File: config.mk
export PLATFORM = sky130hd
export DESIGN_NAME = pe_acc_drain
export DESIGN_NICKNAME = d
export VERILOG_FILES = /design/src/rtl/pe_acc_drain_pkg.sv /design/src/rtl/pe_acc_drain.sv
export SDC_FILE = /design/constraint.sdc
export NUM_CORES = 1
export LEC_CHECK = 0
export ABC_CLOCK_PERIOD_IN_PS = 1300
export CAP_MARGIN = 10
export CELL_PAD_IN_SITES_DETAIL_PLACEMENT = 0
export CELL_PAD_IN_SITES_GLOBAL_PLACEMENT = 2
export CORE_ASPECT_RATIO = 0.9
export CORE_MARGIN = 2
export CORE_UTILIZATION = 31
export CTS_CLUSTER_DIAMETER = 30
export DETAILED_ROUTE_END_ITERATION = 16
export DONT_BUFFER_PORTS = 1
export HOLD_SLACK_MARGIN = 0.1
export PLACE_DENSITY_LB_ADDON = 0.1
export SLEW_MARGIN = 20
export SYNTH_ARGS = -nofsm -noshare
export SYNTH_HDL_FRONTEND = slang
export SYNTH_SLANG_ARGS = --single-unit
export TNS_END_PERCENT = 1
File: constraint.sdc
create_clock -name i_clk -period 1.3 [get_ports i_clk]
set_input_delay 0.325 -clock i_clk [delete_from_list [all_inputs] [get_ports i_clk]]
set_output_delay 0.325 -clock i_clk [all_outputs]
set_load 0.01 [all_outputs]
File: src/rtl/pe_acc_drain_pkg.sv
// Shared systolic-array types: drain state of a PE's shadow register.
package pe_acc_drain_pkg;

    // EMPTY    : shadow holds nothing that still needs draining
    // FULL     : shadow just captured a finished output, no shifts yet
    // DRAINING : shadow chain is partway through being shifted out
    typedef enum logic [1:0] {
        EMPTY    = 2'd0,
        FULL     = 2'd1,
        DRAINING = 2'd2
    } drain_state_e;

endpackage : pe_acc_drain_pkg

File: src/rtl/pe_acc_drain.sv
// Per-PE accumulator with a shadow register that is drained through a scan chain.
// The accumulator closes a one-cycle loop with the external adder. On a context
// switch the finished sum is parked in the shadow register so compute can restart
// at zero while the previous result shifts out downstream.
//
// state    | meaning
// ---------+--------------------------------------------------------------
// EMPTY    | shadow drained (or never loaded); shifting only passes data
// FULL     | shadow holds a fresh result, no shifts taken yet
// DRAINING | count shifts taken; returns to EMPTY after CHAIN_LEN shifts
module pe_acc_drain
    import pe_acc_drain_pkg::*;
#(
    parameter int OC_W      = 16,
    parameter int CHAIN_LEN = 4
) (
    input  logic            i_clk,
    input  logic            i_rstn,
    input  logic [OC_W-1:0] i_sum,
    output logic [OC_W-1:0] o_acc,
    input  logic            i_en,
    input  logic            i_cswitch,
    input  logic            i_shift,
    input  logic [OC_W-1:0] i_scan_in,
    output logic [OC_W-1:0] o_scan_out,
    output logic            o_busy,
    output logic            o_err
);

    localparam int               CNT_W     = $clog2(CHAIN_LEN + 1);
    localparam logic [CNT_W-1:0] CNT_LAST  = CNT_W'(CHAIN_LEN - 1);
    localparam logic [CNT_W-1:0] CNT_ONE   = CNT_W'(1);
    localparam bit               ONE_DEEP  = (CHAIN_LEN == 1);

    logic [OC_W-1:0]  acc_q,    acc_d;
    logic [OC_W-1:0]  shadow_q, shadow_d;
    drain_state_e     state_q,  state_d;
    logic [CNT_W-1:0] count_q,  count_d;
    logic             err_q,    err_d;
    logic             cs_take;

    // Next-state: an accepted context switch always wins over a shift.
    always_comb begin
        acc_d    = acc_q;
        shadow_d = shadow_q;
        state_d  = state_q;
        count_d  = count_q;
        err_d    = err_q;
        cs_take  = i_en & i_cswitch;

        if (i_en) begin
            if (i_cswitch) begin
                shadow_d = i_sum;
                acc_d    = '0;
                state_d  = FULL;
                count_d  = '0;
                // Overwriting an undrained result, or dropping a same-cycle shift,
                // loses data somewhere in the chain.
                if ((state_q != EMPTY) || i_shift) begin
                    err_d = 1'b1;
                end
            end else begin
                acc_d = i_sum;
            end
        end

        if (!cs_take && i_shift) begin
            shadow_d = i_scan_in;
            case (state_q)
                FULL: begin
                    if (ONE_DEEP) begin
                        state_d = EMPTY;
                        count_d = '0;
                    end else begin
                        state_d = DRAINING;
                        count_d = CNT_ONE;
                    end
                end
                DRAINING: begin
                    if (count_q == CNT_LAST) begin
                        state_d = EMPTY;
                        count_d = '0;
                    end else begin
                        count_d = count_q + CNT_ONE;
                    end
                end
                default: ;
            endcase
        end
    end

    // State register with synchronous active-low reset overriding everything.
    always_ff @(posedge i_clk) begin
        if (!i_rstn) begin
            acc_q    <= '0;
            shadow_q <= '0;
            state_q  <= EMPTY;
            count_q  <= '0;
            err_q    <= 1'b0;
        end else begin
            acc_q    <= acc_d;
            shadow_q <= shadow_d;
            state_q  <= state_d;
            count_q  <= count_d;
            err_q    <= err_d;
        end
    end

    assign o_acc      = acc_q;
    assign o_scan_out = shadow_q;
    assign o_busy     = (state_q != EMPTY);
    assign o_err      = err_q;

endmodule : pe_acc_drain

==> results.cfg <==
[floorplanning]
dieHeight_um = 73.5
placementRows = 25
core_mm2 = 0.00522
dieArea_mm2 = 0.00598
start_util = 0.319
die_w_um = 81.3
ios = 71

[synthesis]
synthTopCellsByArea = dfxtp_1 (46%), mux2i_1 (9.6%), a211oi_1 (7.2%)
async_flop_share = 0
yosysTopAreaCell = dfxtp_1
syn_inst = 176
synth-seq-cells = 38
synth.top_cell.area_share = 0.457
synth.distinct_cells = 26
syn-cell-area_mm2 = 0.00167
synth_common_cells = dfxtp_1 (38), nor2_1 (31), a21oi_1 (18), nor2b_1 (17)
synth_seq_area_share = 0.457
ys_warn_count = 0
syn_avg_cell_area_um2 = 9.46
mappedNetlistNets = 217
synth.most_common_cell = dfxtp_1
synth-edff-count = 0
synth_top_flop_cell = dfxtp_1

[power]
p_per_area_mw_per_mm2 = 1350
p_leak_nw = 0.711
vdd_ir_drop_max_mv = 0.469

[route]
vias_per_cell = 5.05
initialDrtViolationCount = 18
route.detailed.drc = 0
ant_nets = 0
num_vias = 1227
wire_per_inst_um = 16.5
drt_wl_total_um = 4010
first_pass_iters = 4

[clock_tree]
clk_path_buf_depth = 2
root_buffer = clkbuf_8
ctsHtreeMaxLevel = 2
cts_tree = built
cts_num_sinks = 38
clk_pin_slew_ps = 70
insertion_delay_ps = 280
postCtsHoldBufs = 0
cts_setup_buffers = 0
numCtsBuffers = 5

[critical_path]
cp_cell_sequence = inv_2 > ha_2 > nor2b_1 > a2111oi_2 > a2111oi_2
crit_arrival_ps = 1430
crit_slowest_cell = a2111oi_2
crit_top_cell = a2111oi_2
end_kind = flip-flop
crit_buf_inv = 1
startpoint = state_q[0]
cp.required_ps = 1460
cpLargestDelayFamily = compound AO/OA/AOI/OAI gates
worst-setup-path-type = flip-flop to flip-flop
worst_setup_path_start_kind = flip-flop
cp.depth = 5
max_stage_delay_ps = 390
reg2regPathDepth = 5
critPathMaxFanout = 3
timing.rr.start = state_q[0]

[worst_hold_path]
min_from = i_sum[13]
min_path_cells = 2
min_path_type = primary input to flip-flop

[global_routing]
grt-ovfl-total = 0
grt_pass1_vias = 1295
grt_usage = 0.138
antenna_found_initial = 0
grt_max_degree = 37
grt_first_pass_wirelength_um = 6120

[placement]
dp_hpwl_um = 2900
port_buffers = 0
dp_cells = 235
gp_congestion = 0.640
place_ws_ps = -49.8

[flow_run]
drv_cap = 0

[sta]
slew_headroom = 0.742
fin_crit_ps = 1270
hold_viol_final = 0
rsz0062_at_grt = true
holdWs_ps = 181
worst_slew_pin_slew_ps = 387
setup_viol = 0
timing.final.max_slew_violations = 0
setup_ws_ps = 26.1
fmax_mhz = 785
fin_crit_sh = 0.980
clock_skew_ps = 1.37

[layout]
fin_nets = 216
drive_gt1_frac = 0.142
fill_cells = 540
area_growth_pct = 10.4
post-route-util = 0.352
finalNonFillerCells = 243
diodes = 0

[outcome]
status = finished clean
[sequential cells by signal, indices dropped and copies added, names as in the netlist]
name,cells
count_q,3
o_acc,16
o_err,1
o_scan_out,16
state_q,2
[repair_timing]
action	in CTS	in global routing
hold endpoints to repair	0	0
gates cloned	0	0
pin swaps	0	2
setup endpoints to repair	5	5
resized for setup	3	5
[cells in the final DEF (no fill, tap or decap), types with 2 or more instances in the layout]
| cell type | count |
|---|---|
| nand3_1 | 2 |
| inv_2 | 3 |
| ha_1 | 2 |
| nand2_4 | 2 |
| dfxtp_2 | 2 |
| clkbuf_8 | 5 |
| nand2b_1 | 2 |
| clkbuf_1 | 2 |
| nand2_1 | 2 |
| inv_1 | 2 |
| a211oi_1 | 15 |
| nor2_1 | 31 |
| a21oi_1 | 18 |
| dfxtp_1 | 36 |
| a2111oi_2 | 2 |
| a211oi_2 | 3 |
| buf_4 | 2 |
| nor2b_1 | 17 |
| mux2i_1 | 16 |
[per-layer routing]
metal / global-route usage / routed length, um
met4: 0.0508 / 45
met2: 0.245 / 1980
met1: 0.144 / 1600
met5: 0 / 0
met3: 0.0602 / 383
[final timing paths]
kind                end  slack, ps
max          count_q[0]         30
min           o_acc[13]        180
max reg2reg  count_q[0]         30
min reg2reg  count_q[1]        480
[layout make-up]
class / count / area, um2 / share of cell area
Tap cell: 67 / 83.8 / 0.0456
Timing Repair Buffer: 3 / 35.0 / 0.0190
Inverter: 6 / 22.5 / 0.0122
Sequential cell: 38 / 763 / 0.415
Multi-Input combinational cell: 121 / 828 / 0.450
Clock buffer: 7 / 76.3 / 0.0415
Clock inverter: 1 / 30.0 / 0.0163
[power breakdown]
group          internal (mW)  total, mW  switching, mW
sequential              1.23       1.30         0.0697
combinational         0.0999      0.210          0.110
clock                  0.574      0.983          0.409
[logic make-up (layout without fill, tap and decap cells)]
kind of cell / count (synthesis) / in the layout / share of synthesized area
AOI/OAI and AO/OA: 41 / 41 / 0.174
DFF: 38 / 38 / 0.457
buffers and inverters: 17 / 17 / 0.0578
muxes: 16 / 16 / 0.0962
and+or+nand+nor: 60 / 60 / 0.185
adders and majority gates: 4 / 4 / 0.0301
[stage by stage]
step | setup TNS, ps | total power [mW] | instance area, um2
2_1_floorplan | 0 | 1.51 | 1670
3_3_place_gp | 0 | 1.53 | 1710
3_5_place_dp | -134 | 1.53 | 1710
4_1_cts | -9.64 | 2.52 | 1830
5_1_grt | -62.9 | 2.61 | 1840
6_report | 0 | 2.49 | 1840
Power figures use the tool's default switching activity.
